==> src/rtl/mem_wb_pipe_reg.sv <==
// MEM->WB pipeline register with valid/ready handshake, synchronous flush,
// optional skid entry (registered in_ready), write-back value select and a
// forwarding tap for the hazard unit.
module mem_wb_pipe_reg #(
    parameter int DATA_W     = 32,
    parameter int REG_ADDR_W = 4,
    parameter int SKID       = 1
) (
    input  logic                  clk,
    input  logic                  rst,
    input  logic                  flush,
    input  logic                  in_valid,
    output logic                  in_ready,
    input  logic                  in_wb_en,
    input  logic                  in_mem_r_en,
    input  logic [DATA_W-1:0]     in_alu_res,
    input  logic [DATA_W-1:0]     in_mem_out,
    input  logic [REG_ADDR_W-1:0] in_dest,
    output logic                  out_valid,
    input  logic                  out_ready,
    output logic                  out_wb_en,
    output logic                  out_mem_r_en,
    output logic [DATA_W-1:0]     out_alu_res,
    output logic [DATA_W-1:0]     out_mem_out,
    output logic [REG_ADDR_W-1:0] out_dest,
    output logic [DATA_W-1:0]     out_wb_value,
    output logic                  fwd_valid,
    output logic [REG_ADDR_W-1:0] fwd_dest
);

    // Payload layout: {wb_en, mem_r_en, alu_res, mem_out, dest}
    localparam int PW = 2 + 2 * DATA_W + REG_ADDR_W;

    logic          main_valid_q, main_valid_d;
    logic          skid_valid_q, skid_valid_d;
    logic [PW-1:0] main_data_q,  main_data_d;
    logic [PW-1:0] skid_data_q,  skid_data_d;
    logic [PW-1:0] in_data_s;
    logic          accept_s;
    logic          consume_s;

    assign in_data_s = {in_wb_en, in_mem_r_en, in_alu_res, in_mem_out, in_dest};

    // Ready: with a skid entry it depends only on flops; without, it passes out_ready through.
    always_comb begin
        in_ready = 1'b0;
        if (rst) begin
            in_ready = 1'b0;
        end else if (SKID != 0) begin
            in_ready = !skid_valid_q;
        end else begin
            in_ready = !main_valid_q || out_ready;
        end
    end

    assign accept_s  = in_valid && in_ready;
    assign consume_s = main_valid_q && out_ready;

    // Next-state: flush beats everything; skid drains into main before any new beat lands.
    always_comb begin
        main_valid_d = main_valid_q;
        skid_valid_d = skid_valid_q;
        main_data_d  = main_data_q;
        skid_data_d  = skid_data_q;
        if (flush) begin
            // Valid bits drop; data flops keep their last contents.
            main_valid_d = 1'b0;
            skid_valid_d = 1'b0;
        end else if ((SKID != 0) && skid_valid_q && consume_s) begin
            // in_ready is low here, so no accept can collide with the drain.
            main_data_d  = skid_data_q;
            skid_valid_d = 1'b0;
        end else if (accept_s && (!main_valid_q || consume_s)) begin
            main_data_d  = in_data_s;
            main_valid_d = 1'b1;
        end else if (accept_s) begin
            // Main full and stalled: the extra beat parks in the skid entry.
            skid_data_d  = in_data_s;
            skid_valid_d = 1'b1;
        end else if (consume_s) begin
            main_valid_d = 1'b0;
        end else begin
            main_valid_d = main_valid_q;
        end
    end

    // State registers with synchronous reset clearing valids and all data.
    always_ff @(posedge clk) begin
        if (rst) begin
            main_valid_q <= 1'b0;
            skid_valid_q <= 1'b0;
            main_data_q  <= '0;
            skid_data_q  <= '0;
        end else begin
            main_valid_q <= main_valid_d;
            skid_valid_q <= skid_valid_d;
            main_data_q  <= main_data_d;
            skid_data_q  <= skid_data_d;
        end
    end

    assign out_valid    = main_valid_q;
    assign out_wb_en    = main_data_q[PW-1];
    assign out_mem_r_en = main_data_q[PW-2];
    assign out_alu_res  = main_data_q[REG_ADDR_W+DATA_W +: DATA_W];
    assign out_mem_out  = main_data_q[REG_ADDR_W +: DATA_W];
    assign out_dest     = main_data_q[REG_ADDR_W-1:0];

    // Write-back value select: loads return memory data, everything else the ALU result.
    always_comb begin
        out_wb_value = '0;
        if (out_mem_r_en) begin
            out_wb_value = out_mem_out;
        end else begin
            out_wb_value = out_alu_res;
        end
    end

    assign fwd_valid = out_valid && out_wb_en;
    assign fwd_dest  = out_dest;

endmodule
==> config.mk <==
export PLATFORM = sky130hd
export DESIGN_NAME = mem_wb_pipe_reg
export DESIGN_NICKNAME = d
export VERILOG_FILES = /design/src/rtl/mem_wb_pipe_reg.sv
export SDC_FILE = /design/constraint.sdc
export NUM_CORES = 1
export LEC_CHECK = 0
export ABC_CLOCK_PERIOD_IN_PS = 3600
export BUFFER_PORTS_ARGS = -buffer_cell sky130_fd_sc_hd__buf_2
export CAP_MARGIN = 20
export CORE_MARGIN = 2
export CORE_UTILIZATION = 50
export CTS_BUF_LIST = sky130_fd_sc_hd__clkbuf_8
export DETAILED_ROUTE_END_ITERATION = 8
export GPL_TIMING_DRIVEN = 0
export PLACE_DENSITY = 0.78
export RECOVER_POWER = 100
export SYNTH_ARGS = -nofsm -noshare
export SYNTH_HDL_FRONTEND = slang
export SYNTH_SLANG_ARGS = --single-unit
==> constraint.sdc <==
create_clock -name clk -period 3.6 [get_ports clk]
set_input_delay 0 -clock clk [delete_from_list [all_inputs] [get_ports clk]]
set_output_delay 0 -clock clk [all_outputs]
set_load 0.05 [all_outputs]
==> flow_summary_export.csv <==
group,metric,value,unit
sta,clock-skew-final,8.099,ps
pwr,irDropWorstVdd,0.2891,mV
sta,min_period,2717,ps
sta,fin_tns_setup,0,ps
min_path,min_path_type,"in2reg",
critical_path,cp.arrival,3080,ps
critical_path,path_delay_family,"simple AND/OR/NAND/NOR gates",
cells_and_area,regArea,2843,µm²
job,cap_violations,1,
cells_and_area,fin_cells,1111,
outcome,run_status,"finished with violations",
clock_network,cts.reportedPaths.clkPinSlew,80,ps
clock_network,htreeDepth,4,
critical_path,crit_chain,"nand2b_1 > nor4_1 > clkbuf_1 > nand2_1 > a21oi_1",
global_route,grt_max_degree,17,
floorplanning,die_x,114.2,µm
critical_path,r2r_end,"skid_data_q[35]",
clock_network,ctsHoldBuffers,74,
critical_path,critical_path.max_fanout,10,
critical_path,slowest_stage,"nor4_1",
critical_path,crit_type,"reg2reg",
place,io_buffers,183,
cells_and_area,multi_input_area,2848,µm²
routing,wl,17990,µm
routing,post-route-drc-count,0,
critical_path,critical_path.endpoint_type,"flop",
logic_synthesis,yosys_register_bits,142,
clock_network,clkSinkCount,142,
critical_path,cpPeakStageDelay,1220,ps
routing,wl_met1,7739,µm
routing,route.top_layer_used,"met5",
floorplanning,std_cell_rows,40,
routing,ant_nets,0,
clock_network,clockRootBuffer,"clkbuf_8",
critical_path,ff2ff_path_depth,5,
place,dp_hpwl,11660,µm
sta,final_hold_viol_count,0,
cells_and_area,fillCellCount,980,
logic_synthesis,synthTopCellsByArea,"dfxtp_1, mux2i_1, nand2_1",
sta,setup_viol,0,
floorplanning,dieArea,13030,µm²
sta,drv_slew,8,
floorplanning,core-area,11910,µm²
clock_network,cts.path.max_buffers,2,
cells_and_area,area_growth,34.35,%
place,gp_congestion,0.7917,
global_route,antenna_found_initial,3,
critical_path,path_buf_inv,1,
clock_network,clock_latency,450,ps
clock_network,cts_tree,"built",
routing,wl_per_cell,16.19,µm
min_path,min-delay-start,"rst",
floorplanning,die_y,114.2,µm
sta,period_share,75.47,%
sta,worst_slew_pin_slew,1537,ps
min_path,holdPathEnd,"main_data_q[47]",
routing,drt-pass1-iter-count,5,
clock_network,cts_setup_buffers,0,
clock_network,ctsResizeCount,0,
routing,drt-initial-drc-count,420,
logic_synthesis,ys_types,23,
clock_network,cts_buffers,17,
pwr,leakage,3.430,nW
outcome,violations,"max-capacitance violations, max-slew violations",
sta,rsz0062_at_grt,"no",
critical_path,critPathLaunchType,"flop",
floorplanning,num_io_pins,184,
min_path,hold_depth,6,
routing,wl_met3,805,µm
critical_path,reg2reg_slack,880,ps
critical_path,required,3970,ps
logic_synthesis,synth-seq-area-share,46.85,%
cells_and_area,fin_nets,1024,
pwr,power.density,461.7,nW/µm²
logic_synthesis,syn_inst,673,
sta,fmax,368.1,MHz
routing,met2_wirelength,8919,µm
routing,via_per_inst,5.276,
logic_synthesis,netlist_area,6068,µm²
cells_and_area,layout-drive-gt1-share,16.74,%
global_route,grt_pass1_wl,28110,µm
logic_synthesis,synthesis.nets,748,
critical_path,rr_startpoint,"out_valid",
global_route,grt_overflow,0,
global_route,grtUsageTotal,27.74,%
logic_synthesis,synth_top_area_cell,"dfxtp_1",
logic_synthesis,yosysTopAreaCellShare,46.85,%
floorplanning,initial_core_util,50.95,%
sta,slew_headroom,-3.424,%
routing,via_count,5862,
logic_synthesis,yosysWarnings,0,
global_route,grt_pass1_vias,5573,
place,dp.cells,1003,
logic_synthesis,synth.avg_cell_area,9.017,µm²
[logic make-up (layout without fill, tap and decap cells)]
family	after synthesis	count (layout)	synth area share, %
other	0	2	0
buffers and inverters	64	353	4.866
flip-flops	142	142	46.85
AO/OA/AOI/OAI	145	145	16.76
multiplexers	102	102	17.48
AND/OR/NAND/NOR	220	220	14.04
[area by class of cell]
class	count	area share, %
buffer	62	3.376
clock inverter	9	1.888
antenna	2	0.06139
tap	147	2.256
inverter	2	0.09208
clock buffer	23	3.883
multi-input combinational	467	34.93
timing repair buffer	257	18.65
sequential	142	34.87
[per-layer routing]
metal,vias to the layer above,global-route usage (%)
met5,-,0
met4,2,13.25
met3,41,4.817
met2,198,47.26
met1,2748,34.08
li1,2873,-
[metrics by stage]
step / total power, mW / utilization [%] / hold slack [ps] / area [µm²] / setup slack, ps
after floorplan: 2.118 / - / 78.47 / 6068 / 1663
after global routing: 3.883 / 68.45 / 326.7 / 8153 / 765.7
after CTS: 3.795 / 70.35 / 210.4 / 8379 / 1164
after detailed placement: 2.292 / 60.18 / 258.1 / 7168 / 1421
final: 3.764 / 68.45 / 285.7 / 8153 / 883.2
after global placement: 2.286 / 60.18 / 253.6 / 7168 / 1503
[cell usage after synthesis, drive strengths merged]
cell type and instances:
nor2 71, buf 24, nand2b 3, nand3 1, dfxtp 142, inv 2
nor4 1, nand2 141, or4 1, mux2i 70, mux2 32, clkbuf 38
a221oi 1, a211oi 71, and2 1, o21ai 1, a2111oi 1, a21oi 71
or2 1
[flip-flops by register name, summed over array words and instances (netlist names)]
name          cells
skid_valid_q      1
main_data_q      70
out_valid         1
skid_data_q      70
[how the worst max path moves through the flow]
stage / startpoint / endpoint / depth (start not counted)
2_1_floorplan: out_valid / skid_data_q[69] / 6
3_3_place_gp: out_valid / skid_data_q[2] / 5
3_5_place_dp: out_valid / skid_data_q[2] / 5
4_1_cts: main_data_q[68] / out_wb_value[30] / 4
5_1_grt: out_valid / skid_data_q[25] / 5
6_report: out_valid / skid_data_q[35] / 5
[tightest hold or removal path, cell delays in order]
cell	delay [ps]
buf_2	80
nand2b_1	100
a221oi_1	150
buf_2	210
nor2_1	100
a211oi_1	50
[cells in the final DEF (no fill, tap or decap), types with 3 or more instances in the layout]
master and count:
clkbuf_1 154, dfxtp_1 142, nand2_1 141, buf_2 84, dlygate4sd3_1 74, nor2_1 71
a21oi_1 71, mux2i_1 70, a211oi_1 65, mux2_2 32, clkbuf_8 23, a211oi_2 6
buf_4 5, bufinv_16 4, nand2b_1 3
[where the power goes]
group / leakage, nW / total (mW) / internal [mW] / switching, mW
sequential: 1.15 / 1.66 / 1.62 / 0.0401
clock: 0.234 / 1.46 / 0.865 / 0.599
combinational: 2.04 / 0.640 / 0.194 / 0.445
total: 3.43 / 3.76 / 2.68 / 1.08
Note: power is estimated with default switching activity, not from simulation.
